$ cat config.mk
export PLATFORM = sky130hd
export DESIGN_NAME = poly_zeta_seq
export DESIGN_NICKNAME = d
export VERILOG_FILES = /design/src/rtl/poly_zeta_seq.sv
export SDC_FILE = /design/constraint.sdc
export NUM_CORES = 1
export LEC_CHECK = 0
export CELL_PAD_IN_SITES_DETAIL_PLACEMENT = 1
export CELL_PAD_IN_SITES_GLOBAL_PLACEMENT = 1
export CORE_MARGIN = 4
export CORE_UTILIZATION = 35
export DETAILED_ROUTE_END_ITERATION = 10
export GPL_TIMING_DRIVEN = 0
export HOLD_SLACK_MARGIN = 0.12
export PLACE_DENSITY_LB_ADDON = 0.1
export SLEW_MARGIN = 20
export SYNTH_ARGS = -nofsm -noshare
export SYNTH_HDL_FRONTEND = slang
export SYNTH_SLANG_ARGS = --single-unit
$ cat constraint.sdc
create_clock -name clk -period 9.3 [get_ports clk]
set_clock_uncertainty 0.2 [all_clocks]
set_input_delay 1.86 -clock clk [delete_from_list [all_inputs] [get_ports clk]]
set_output_delay 1.86 -clock clk [all_outputs]
set_load 0.01 [all_outputs]
$ cat src/rtl/poly_zeta_seq.sv
// ============================================================================
//  poly_zeta_seq : streams per-lane twiddle factors (zetas) for NTT, INTT and
//                  coefficient-wise multiply passes over a 128-butterfly layer.
//  Revision 1.0  : initial release
// ============================================================================
`default_nettype none

module poly_zeta_seq #(
   parameter int NUM_PE = 2,
   parameter int ZW     = 12
) (
   input  logic                 clk,
   input  logic                 rst_n,
   input  logic                 start,
   input  logic [3:0]           mode,
   input  logic                 abort,
   output logic                 zeta_valid,
   input  logic                 zeta_ready,
   output logic [NUM_PE*ZW-1:0] zeta_data,
   output logic [2:0]           zeta_layer,
   output logic                 zeta_last,
   output logic                 busy,
   output logic                 done,
   output logic                 err
);

   typedef enum logic [3:0] {
      MODE_NTT    = 4'd0,
      MODE_INTT   = 4'd1,
      MODE_CWM    = 4'd2,
      MODE_ADDSUB = 4'd3
   } pe_mode_e;

   typedef enum logic [1:0] {
      S_IDLE = 2'd0,
      S_RUN  = 2'd1,
      S_DONE = 2'd2
   } state_e;

   localparam int          BPL       = 128 / NUM_PE;
   localparam logic [6:0]  LAST_BEAT = 7'(BPL - 1);
   localparam logic [11:0] Q         = 12'd3329;

   // Bit-reversed powers of 17 mod 3329; entry 0 is never addressed.
   localparam logic [11:0] ZETA_NTT_TABLE [128] = '{
      12'd1,    12'd1729, 12'd2580, 12'd3289, 12'd2642, 12'd630,  12'd1897, 12'd848,
      12'd1062, 12'd1919, 12'd193,  12'd797,  12'd2786, 12'd3260, 12'd569,  12'd1746,
      12'd296,  12'd2447, 12'd1339, 12'd1476, 12'd3046, 12'd56,   12'd2240, 12'd1333,
      12'd1426, 12'd2094, 12'd535,  12'd2882, 12'd2393, 12'd2879, 12'd1974, 12'd821,
      12'd289,  12'd331,  12'd3253, 12'd1756, 12'd1197, 12'd2304, 12'd2277, 12'd2055,
      12'd650,  12'd1977, 12'd2513, 12'd632,  12'd2865, 12'd33,   12'd1320, 12'd1915,
      12'd2319, 12'd1435, 12'd807,  12'd452,  12'd1438, 12'd2868, 12'd1534, 12'd2402,
      12'd2647, 12'd2617, 12'd1481, 12'd648,  12'd2474, 12'd3110, 12'd1227, 12'd910,
      12'd17,   12'd2761, 12'd583,  12'd2649, 12'd1637, 12'd723,  12'd2288, 12'd1100,
      12'd1409, 12'd2662, 12'd3281, 12'd233,  12'd756,  12'd2156, 12'd3015, 12'd3050,
      12'd1703, 12'd1651, 12'd2789, 12'd1789, 12'd1847, 12'd952,  12'd1461, 12'd2687,
      12'd939,  12'd2308, 12'd2437, 12'd2388, 12'd733,  12'd2337, 12'd268,  12'd641,
      12'd1584, 12'd2298, 12'd2037, 12'd3220, 12'd375,  12'd2549, 12'd2090, 12'd1645,
      12'd1063, 12'd319,  12'd2773, 12'd757,  12'd2099, 12'd561,  12'd2466, 12'd2594,
      12'd2804, 12'd1092, 12'd403,  12'd1026, 12'd1143, 12'd2150, 12'd2775, 12'd886,
      12'd1722, 12'd1212, 12'd1874, 12'd1029, 12'd2110, 12'd2935, 12'd885,  12'd2154
   };

   // The multiply table pairs +z/-z of the upper half of the NTT table,
   // so it is derived rather than stored a second time.
   function automatic logic [11:0] zeta_lookup(input pe_mode_e   m,
                                               input logic [2:0] l,
                                               input logic [6:0] b);
      logic [6:0]  idx;
      logic [11:0] z;
      case (m)
         MODE_NTT:  idx = (7'd1 << l) + (b >> (3'd7 - l));
         MODE_INTT: idx = (7'd127 >> l) - (b >> (l + 3'd1));
         default:   idx = {1'b1, b[6:1]};
      endcase
      z = ZETA_NTT_TABLE[idx];
      if (m == MODE_CWM && b[0]) begin
         z = Q - z;
      end
      return z;
   endfunction

   state_e                state_q;
   pe_mode_e              mode_q;
   logic [6:0]            beat_q;
   logic [2:0]            layer_q;
   logic                  valid_q;
   logic [NUM_PE*ZW-1:0]  data_q;
   logic                  last_q;
   logic                  busy_q;
   logic                  done_q;
   logic                  err_q;

   pe_mode_e              mode_d;
   logic [6:0]            beat_d;
   logic [2:0]            layer_d;
   logic [2:0]            final_layer_d;
   logic                  last_d;
   logic [NUM_PE*ZW-1:0]  data_d;
   logic                  legal_mode;
   logic                  layer_end;
   logic                  accept;

   assign legal_mode = (mode == MODE_NTT) || (mode == MODE_INTT) || (mode == MODE_CWM);
   assign layer_end  = (beat_q == LAST_BEAT);
   assign accept     = valid_q && zeta_ready;

   // Next-beat counters: from IDLE they describe beat 0 of the new sequence.
   always_comb begin
      mode_d  = mode_q;
      beat_d  = beat_q + 7'd1;
      layer_d = layer_q;
      if (state_q == S_IDLE) begin
         mode_d  = pe_mode_e'(mode);
         beat_d  = 7'd0;
         layer_d = 3'd0;
      end else if (layer_end) begin
         beat_d  = 7'd0;
         layer_d = layer_q + 3'd1;
      end
   end

   assign final_layer_d = (mode_d == MODE_CWM) ? 3'd0 : 3'd6;
   assign last_d        = (beat_d == LAST_BEAT) && (layer_d == final_layer_d);

   for (genvar p = 0; p < NUM_PE; p++) begin : g_lane
      assign data_d[p*ZW +: ZW] = ZW'(zeta_lookup(mode_d, layer_d, beat_d * 7'(NUM_PE) + 7'(p)));
   end

   always_ff @(posedge clk or negedge rst_n) begin
      if (!rst_n) begin
         state_q <= S_IDLE;
         mode_q  <= MODE_NTT;
         beat_q  <= 7'd0;
         layer_q <= 3'd0;
         valid_q <= 1'b0;
         data_q  <= '0;
         last_q  <= 1'b0;
         busy_q  <= 1'b0;
         done_q  <= 1'b0;
         err_q   <= 1'b0;
      end else begin
         done_q <= 1'b0;
         err_q  <= 1'b0;
         case (state_q)
            S_IDLE: begin
               if (start) begin
                  if (legal_mode) begin
                     state_q <= S_RUN;
                     mode_q  <= mode_d;
                     beat_q  <= beat_d;
                     layer_q <= layer_d;
                     valid_q <= 1'b1;
                     data_q  <= data_d;
                     last_q  <= last_d;
                     busy_q  <= 1'b1;
                  end else begin
                     err_q <= 1'b1;
                  end
               end
            end
            S_RUN: begin
               if (abort) begin
                  state_q <= S_IDLE;
                  beat_q  <= 7'd0;
                  layer_q <= 3'd0;
                  valid_q <= 1'b0;
                  data_q  <= '0;
                  last_q  <= 1'b0;
                  busy_q  <= 1'b0;
               end else if (accept) begin
                  if (last_q) begin
                     state_q <= S_DONE;
                     beat_q  <= 7'd0;
                     layer_q <= 3'd0;
                     valid_q <= 1'b0;
                     data_q  <= '0;
                     last_q  <= 1'b0;
                     done_q  <= 1'b1;
                  end else begin
                     beat_q  <= beat_d;
                     layer_q <= layer_d;
                     data_q  <= data_d;
                     last_q  <= last_d;
                  end
               end
            end
            S_DONE: begin
               // Abort here lands in the same place, so it needs no branch.
               state_q <= S_IDLE;
               busy_q  <= 1'b0;
            end
            default: begin
               state_q <= S_IDLE;
               valid_q <= 1'b0;
               busy_q  <= 1'b0;
            end
         endcase
      end
   end

   assign zeta_valid = valid_q;
   assign zeta_data  = data_q;
   assign zeta_layer = layer_q;
   assign zeta_last  = last_q;
   assign busy       = busy_q;
   assign done       = done_q;
   assign err        = err_q;

endmodule

`default_nettype wire
* Yosys cells after proc, flatten, opt, wreduce, memory -nomap -nowiden
Memories as Yosys holds them, arrays and structs flattened.
Cells that the tools add are included.
** Storage, ports and cells
- Bits in registers :: 45
- Memory bits (read-only) :: 3072
- Input bits :: 9
- Output and inout bits :: 32
- Logic and storage cells :: 119
- Memories :: 2
** Memories
- (name not given) :: depth 128, width 12, read ports 1, clocked after memory_dff 0, write ports 0, RTL line 76 : z = ZETA_NTT_TABLE[idx];
- (name not given) :: depth 128, width 12, read ports 1, clocked after memory_dff 0, write ports 0, RTL line 76
** Operators by class
- Add/sub/neg operators :: 10
- Magnitude comparators :: 2
- Eq/ne operators :: 14
- Shift operators :: 6
- Mux-type cells :: 58
- Bitwise logic cells :: 3
- Reductions and logical operators :: 14
** Operators with widths (count)
- 24-bit two-way mux :: 5
- 12-bit two-way mux :: 5
- 7-bit two-way mux :: 7
- 24-bit case mux with 2 select lines :: 1
- 7-bit case mux with 2 select lines :: 3
- 7-bit by 3-bit >> shifter with 7-bit output :: 4
- 3-bit two-way mux :: 8
- 1-bit two-way mux :: 18
- 8-bit greater-or-equal comparator, second input constant :: 2
- 7-bit inverter with 8-bit output :: 2
- 7-bit by 1-bit adder with 7-bit output, second input constant :: 2
- 7-bit adder :: 2
- 7-bit by 6-bit == test with 1-bit output, second input constant :: 2
- 7-bit subtractor :: 2
- 12-bit subtractor, first input constant :: 1
- 2-bit two-way mux :: 5
- 4-bit by 1-bit == test with 1-bit output, second input constant :: 2
- 4-bit by 2-bit == test with 1-bit output, second input constant :: 2
- 4-bit zero test :: 2
- 4-bit AND reduction :: 2
- 1-bit by 3-bit << shifter with 7-bit output, first input constant :: 1
- 7-bit by 3-bit >> shifter with 7-bit output, first input constant :: 1
- 3-bit by 1-bit adder with 3-bit output, second input constant :: 2
- 2-bit != test, second input constant :: 3
- other kinds (17) :: 23

* Logic depth before layout (Yosys ltp)
- Word-level depth :: 17
- Gate-level depth with buffers :: 35
- Gate-level depth less buffers :: 32

* Worst setup path after synthesis
No wires, ideal clock.
- Path kind :: flip-flop to flip-flop
- Start :: register beat_q[0]
- End :: register data_q[23] (netlist: zeta_data[23])
- Setup time :: 0.132 ns
- Arrival :: 6.977 ns
- Required time :: 8.968 ns
- Slack :: 1.991 ns
- Cell stages (with the launch flop) :: 36
- Buffers on the path :: 4
- Period minus slack after synthesis :: 7.309 ns
- Cells stage by stage :: dfrtp_1 > ha_1 > and3_1 > nand3_1 > nor2_1 > mux2i_1 > nor2_1 > inv_1 > ha_1 > clkbuf_1 > nand2_1 > o21ai_0 > nor2_1 > a21oi_1 > ha_1 > inv_1 > fa_1 > xor2_1 > a21oi_1 > o41ai_4 > inv_2 > buf_6 > buf_6 > ha_1 > clkbuf_1 > nor4_1 > a211oi_1 > a311oi_1 > a211oi_1 > a21oi_2 > ha_1 > inv_1 > a211oi_4 > a2111oi_2 > a221oi_1 > o21ai_1
** Between the ends
- Longest elaborated chain between the ends :: 17
- Elaborated cells on any way between the ends :: 28
** Ends and longest elaborated chain
- start: declaration :: RTL line 85 : logic [6:0] beat_q;
- start signal: assignment :: RTL line 151 : beat_q <= beat_d;
- start signal: assignment :: RTL line 181 : beat_q <= beat_d;
- 7-bit by 1-bit adder with 7-bit output or 7-bit by 6-bit == test with 1-bit output (tied branches) :: RTL line 111, 105
- 7-bit two-way mux or 3-bit two-way mux (tied branches) :: RTL line 117 : end else if (layer_end) begin
- 7-bit two-way mux or 3-bit two-way mux (tied branches) :: RTL line 113 : if (state_q == S_IDLE) begin
- 7-bit by 1-bit adder with 7-bit output, or another cell as far along :: RTL line 127 : assign data_d[p*ZW +: ZW] = ZW'(zeta_lookup(mode_d, layer_d, beat_d * 7'(NUM_PE) + 7'(p)));
- 7-bit by 3-bit >> shifter with 7-bit output, on equally long branches :: RTL line 73, 72
- 7-bit subtractor or 7-bit adder (tied branches) :: RTL line 73, 72
- 7-bit case mux with 2 select lines * :: RTL line 71 : case (m)
- 7-bit inverter with 8-bit output (not written as such) * :: RTL line 76
- memory 128 x 12 bit *
- 12-bit two-way mux (not written as such) * (2 in a row) :: RTL line 76
- 12-bit subtractor :: RTL line 78 : z = Q - z;
- 12-bit two-way mux * :: RTL line 77 : if (m == MODE_CWM && b[0]) begin
- 24-bit two-way mux :: RTL line 172 : if (last_q) begin
- 24-bit two-way mux :: RTL line 171 : end else if (accept) begin
- 24-bit two-way mux :: RTL line 163 : if (abort) begin
- 24-bit case mux with 2 select lines * :: RTL line 145 : case (state_q)
- end signal: assignment :: RTL line 154 : data_q <= data_d;
- end signal: assignment :: RTL line 183 : data_q <= data_d;
- end: declaration :: RTL line 88 : logic [NUM_PE*ZW-1:0] data_q;
Every way passes the cells marked *; elsewhere a longest branch is shown, timed or not. The select of a mux whose other input is x is not followed.
A chain may end at the register's enable or synchronous reset.

* Worst setup path after layout
Ends and elaborated chain as after synthesis.

==> metrics.csv <==
metric,value,unit
max frequency,0.113,GHz
placed cells,1758,
Clock Path Buffers,2,
Synth cell types,101,
WP data arrival,8.86,ns
Die Ht,172,um
"Max FO, Critical Path",13,
fillcell total,3419,
status,completed,
asr flop ratio synth,1.00,
die area,0.0295,mm^2
Pleak,3.85,nW
register bit total from synthesis,45,
CP max stage cell,a221oi_1,
TritonCTS clock tree,yes,
GR Overflow Total,0,
first-pass GRT wire length,82000,um
layout cells sized above 1,0.0857,
Row Count,59,
peak supply drop,0.000162,V
"Primary FF master, synth",dfrtp_1,
RSZ-0062 raised after global routing,no,
maxcap violations,0,
Initial Util,0.358,
minimum hold slack,0.295,ns
drt total wl,55300,um
Post-Syn Nets,1445,
Slew HR,0.203,
Setup Viol. Count Final,0,
Final ANT Viol Nets,0,
final cycle utilization of the critical path,0.954,
CTS Buf Count,5,
min Tclk post-route,8.87,ns
Worst setup SP type,flop,
worst setup path class,flop to flop,
Max stage delay on crit path,0.77,ns
CORE AREA,0.0262,mm^2
Post-synth EDFFs,0,
ANT cells,0,
Layout Utilization,0.399,
Fin. Hold Viols,0,
post-DP HPWL,42000,um
Critical Path Sink Type,flop,
synthesis-to-finish area growth,11.6,%
"top cells by area, synth","dfrtp_1 (12%), o21ai_0 (7.6%), ha_1 (6.4%), nand2_1 (5.9%), a21oi_1 (5.7%)",
Worst-Margin Slew,1.18,ns
synthesized cell area,0.00938,mm^2
dominant cell type by area after synthesis,dfrtp_1,
fin cells,1771,
Synth Instances,1381,
worst skew pair latency,0.31,ns
crit path from,beat_q[0],
yosys warns,0,
DR pass1 iterations,6,
Die X,172,um
# clock sinks,45,
initial antenna violation count,0,
Synth top cells by count,"nand2_1 (147), o21ai_0 (142), nor2_1 (140), a21oi_1 (106), clkbuf_1 (81)",
worst endpoint required time,9.29,ns
via count,12500,
share of the synthesized area in the top cell type,0.120,
sequential-to-total area share from yosys stat,0.120,
HP Start,zeta_data[0],
Min-Delay Path Class,flop to flop,
Port Buffers,40,
Clock transition at path regs,0.08,ns
Remaining DRCs,0,
Layout Nets,1499,
hold_buf cts,0,
root buffer cell,clkbuf_16,
fin. max-slew vios,0,
largest net degree at the start of global routing,27,
flop2flop setup slack,0.43,ns
vias in the first global route,12400,
pwr dens,410,mW/mm^2
R2R Path Start,beat_q[0],
Routed wire per std cell,31.2,um
GPL Wtd Cong,1.05,
Total Routing Usage GR,0.366,
via density per instance,7.08,
syn_area_per_cell,6.79,um^2
most numerous cell in the Yosys netlist,nand2_1,
IO Pins,41,
Clock H-tree levels,2,
final worst-path setup slack,0.428,ns
Setup WS pre-CTS,-0.180,ns
DR iter-0 viols,1553,
-- per-stage QoR --
stage / total power, mW / area, um^2 / setup TNS (ns)
final: 4.29 / 10500 / 0
after global routing: 4.48 / 10500 / 0
after CTS: 4.08 / 10400 / 0
after detailed placement: 3.87 / 10200 / -0.937
after global placement: 3.90 / 10200 / -0.553
after floorplan: 2.51 / 9380 / 0
-- metal layers --
| layer | vias to the layer above | routed length, um | track usage |
|---|---|---|---|
| li1 | 5365 | - | - |
| met1 | 6172 | 23200 | 0.504 |
| met2 | 813 | 23300 | 0.552 |
| met3 | 197 | 6120 | 0.0917 |
| met4 | 0 | 2730 | 0.140 |
| met5 | - | 0 | 0 |
-- timing repair --
item	in CTS	in global routing
pin swaps	0	2
setup buffers	0	6
endpoints found under the setup margin	7	22
resized for setup	1	9
-- state kept, by name, indices dropped and copies added, names as in the netlist --
register    cells
busy            1
beat_q          7
zeta_data      24
state_q         2
done            1
zeta_layer      3
zeta_last       1
err             1
mode_q          4
zeta_valid      1
-- worst max-delay path: cells and delay by family (launching register included) --
kind	cells	cell delay, ns
AOI/OAI and AO/OA	9	2.66
buffers and inverters	7	1.71
adders and majority gates	5	1.54
and+or+nand+nor	6	1.21
muxes	2	0.67
DFF	1	0.53
xor gates and xnor gates	1	0.23
-- where the power goes --
group          internal [mW]  switching (mW)  leakage, nW
combinational           1.14            2.66         3.19
clock                  0.101          0.0912       0.0704
sequential             0.256          0.0461        0.586
total                   1.50            2.79         3.85
-- layout by cell type, fill, tap and decap left out, types with 7 or more instances in the layout --
cell | netlist | layout
nand2_1 | 147 | 147
o21ai_0 | 142 | 142
nor2_1 | 140 | 138
a21oi_1 | 106 | 106
clkbuf_1 | 81 | 78
nor3_1 | 53 | 52
ha_1 | 48 | 47
dfrtp_1 | 45 | 45
nand3_1 | 42 | 42
buf_2 | 39 | 40
clkdlybuf4s50_1 | 0 | 39
a211oi_1 | 36 | 35
o211ai_1 | 29 | 29
inv_1 | 27 | 27
a31oi_1 | 27 | 27
o22ai_1 | 23 | 23
o221ai_1 | 19 | 19
xnor2_1 | 18 | 18
a311oi_1 | 17 | 17
a221oi_1 | 15 | 15
or3_1 | 14 | 14
and2_1 | 14 | 14
nor4_1 | 15 | 14
mux2i_1 | 15 | 13
a21o_1 | 13 | 13
o311ai_0 | 13 | 13
xor2_1 | 12 | 12
buf_4 | 5 | 12
o31ai_1 | 13 | 12
a22oi_1 | 9 | 9
nor2b_1 | 8 | 8
nor3b_1 | 8 | 8
o21a_1 | 7 | 7
a2111oi_0 | 7 | 7
a211o_1 | 7 | 7
fa_1 | 7 | 7
-- kinds of logic (layout without fill, tap and decap cells) --
logic type,count (synthesis),after routing,share of synthesized area
buffers and inverters,164,219,0.0760
XOR/XNOR,31,31,0.0304
adder cells (fa/ha/maj),56,56,0.0800
flip-flops,45,45,0.120
multiplexers,24,24,0.0304
AND/OR/NAND/NOR,491,491,0.245
AO/OA/AOI/OAI,570,570,0.418
-- final cells by class --
class / count / area (um^2) / share of cell area
plain buffers: 134 / 603 / 0.0576
clock buffers: 5 / 125 / 0.0120
clock inverters: 3 / 25.0 / 0.00239
inverters: 29 / 109 / 0.0104
multi-input cells: 1172 / 7590 / 0.725
flip-flops and latches: 45 / 1130 / 0.108
well taps: 335 / 419 / 0.0400
repair buffers: 48 / 468 / 0.0447
-- worst paths after layout --
path                       cells past startpoint       endpoint
min                                            2   zeta_data[0]
max                                           30  zeta_data[23]
min reg2reg                                    2   zeta_data[0]
min in group asynchronous                      1  zeta_data[21]
max reg2reg                                   30  zeta_data[23]
max in group asynchronous                      2  zeta_layer[2]
(Power assumes the default switching activity.)
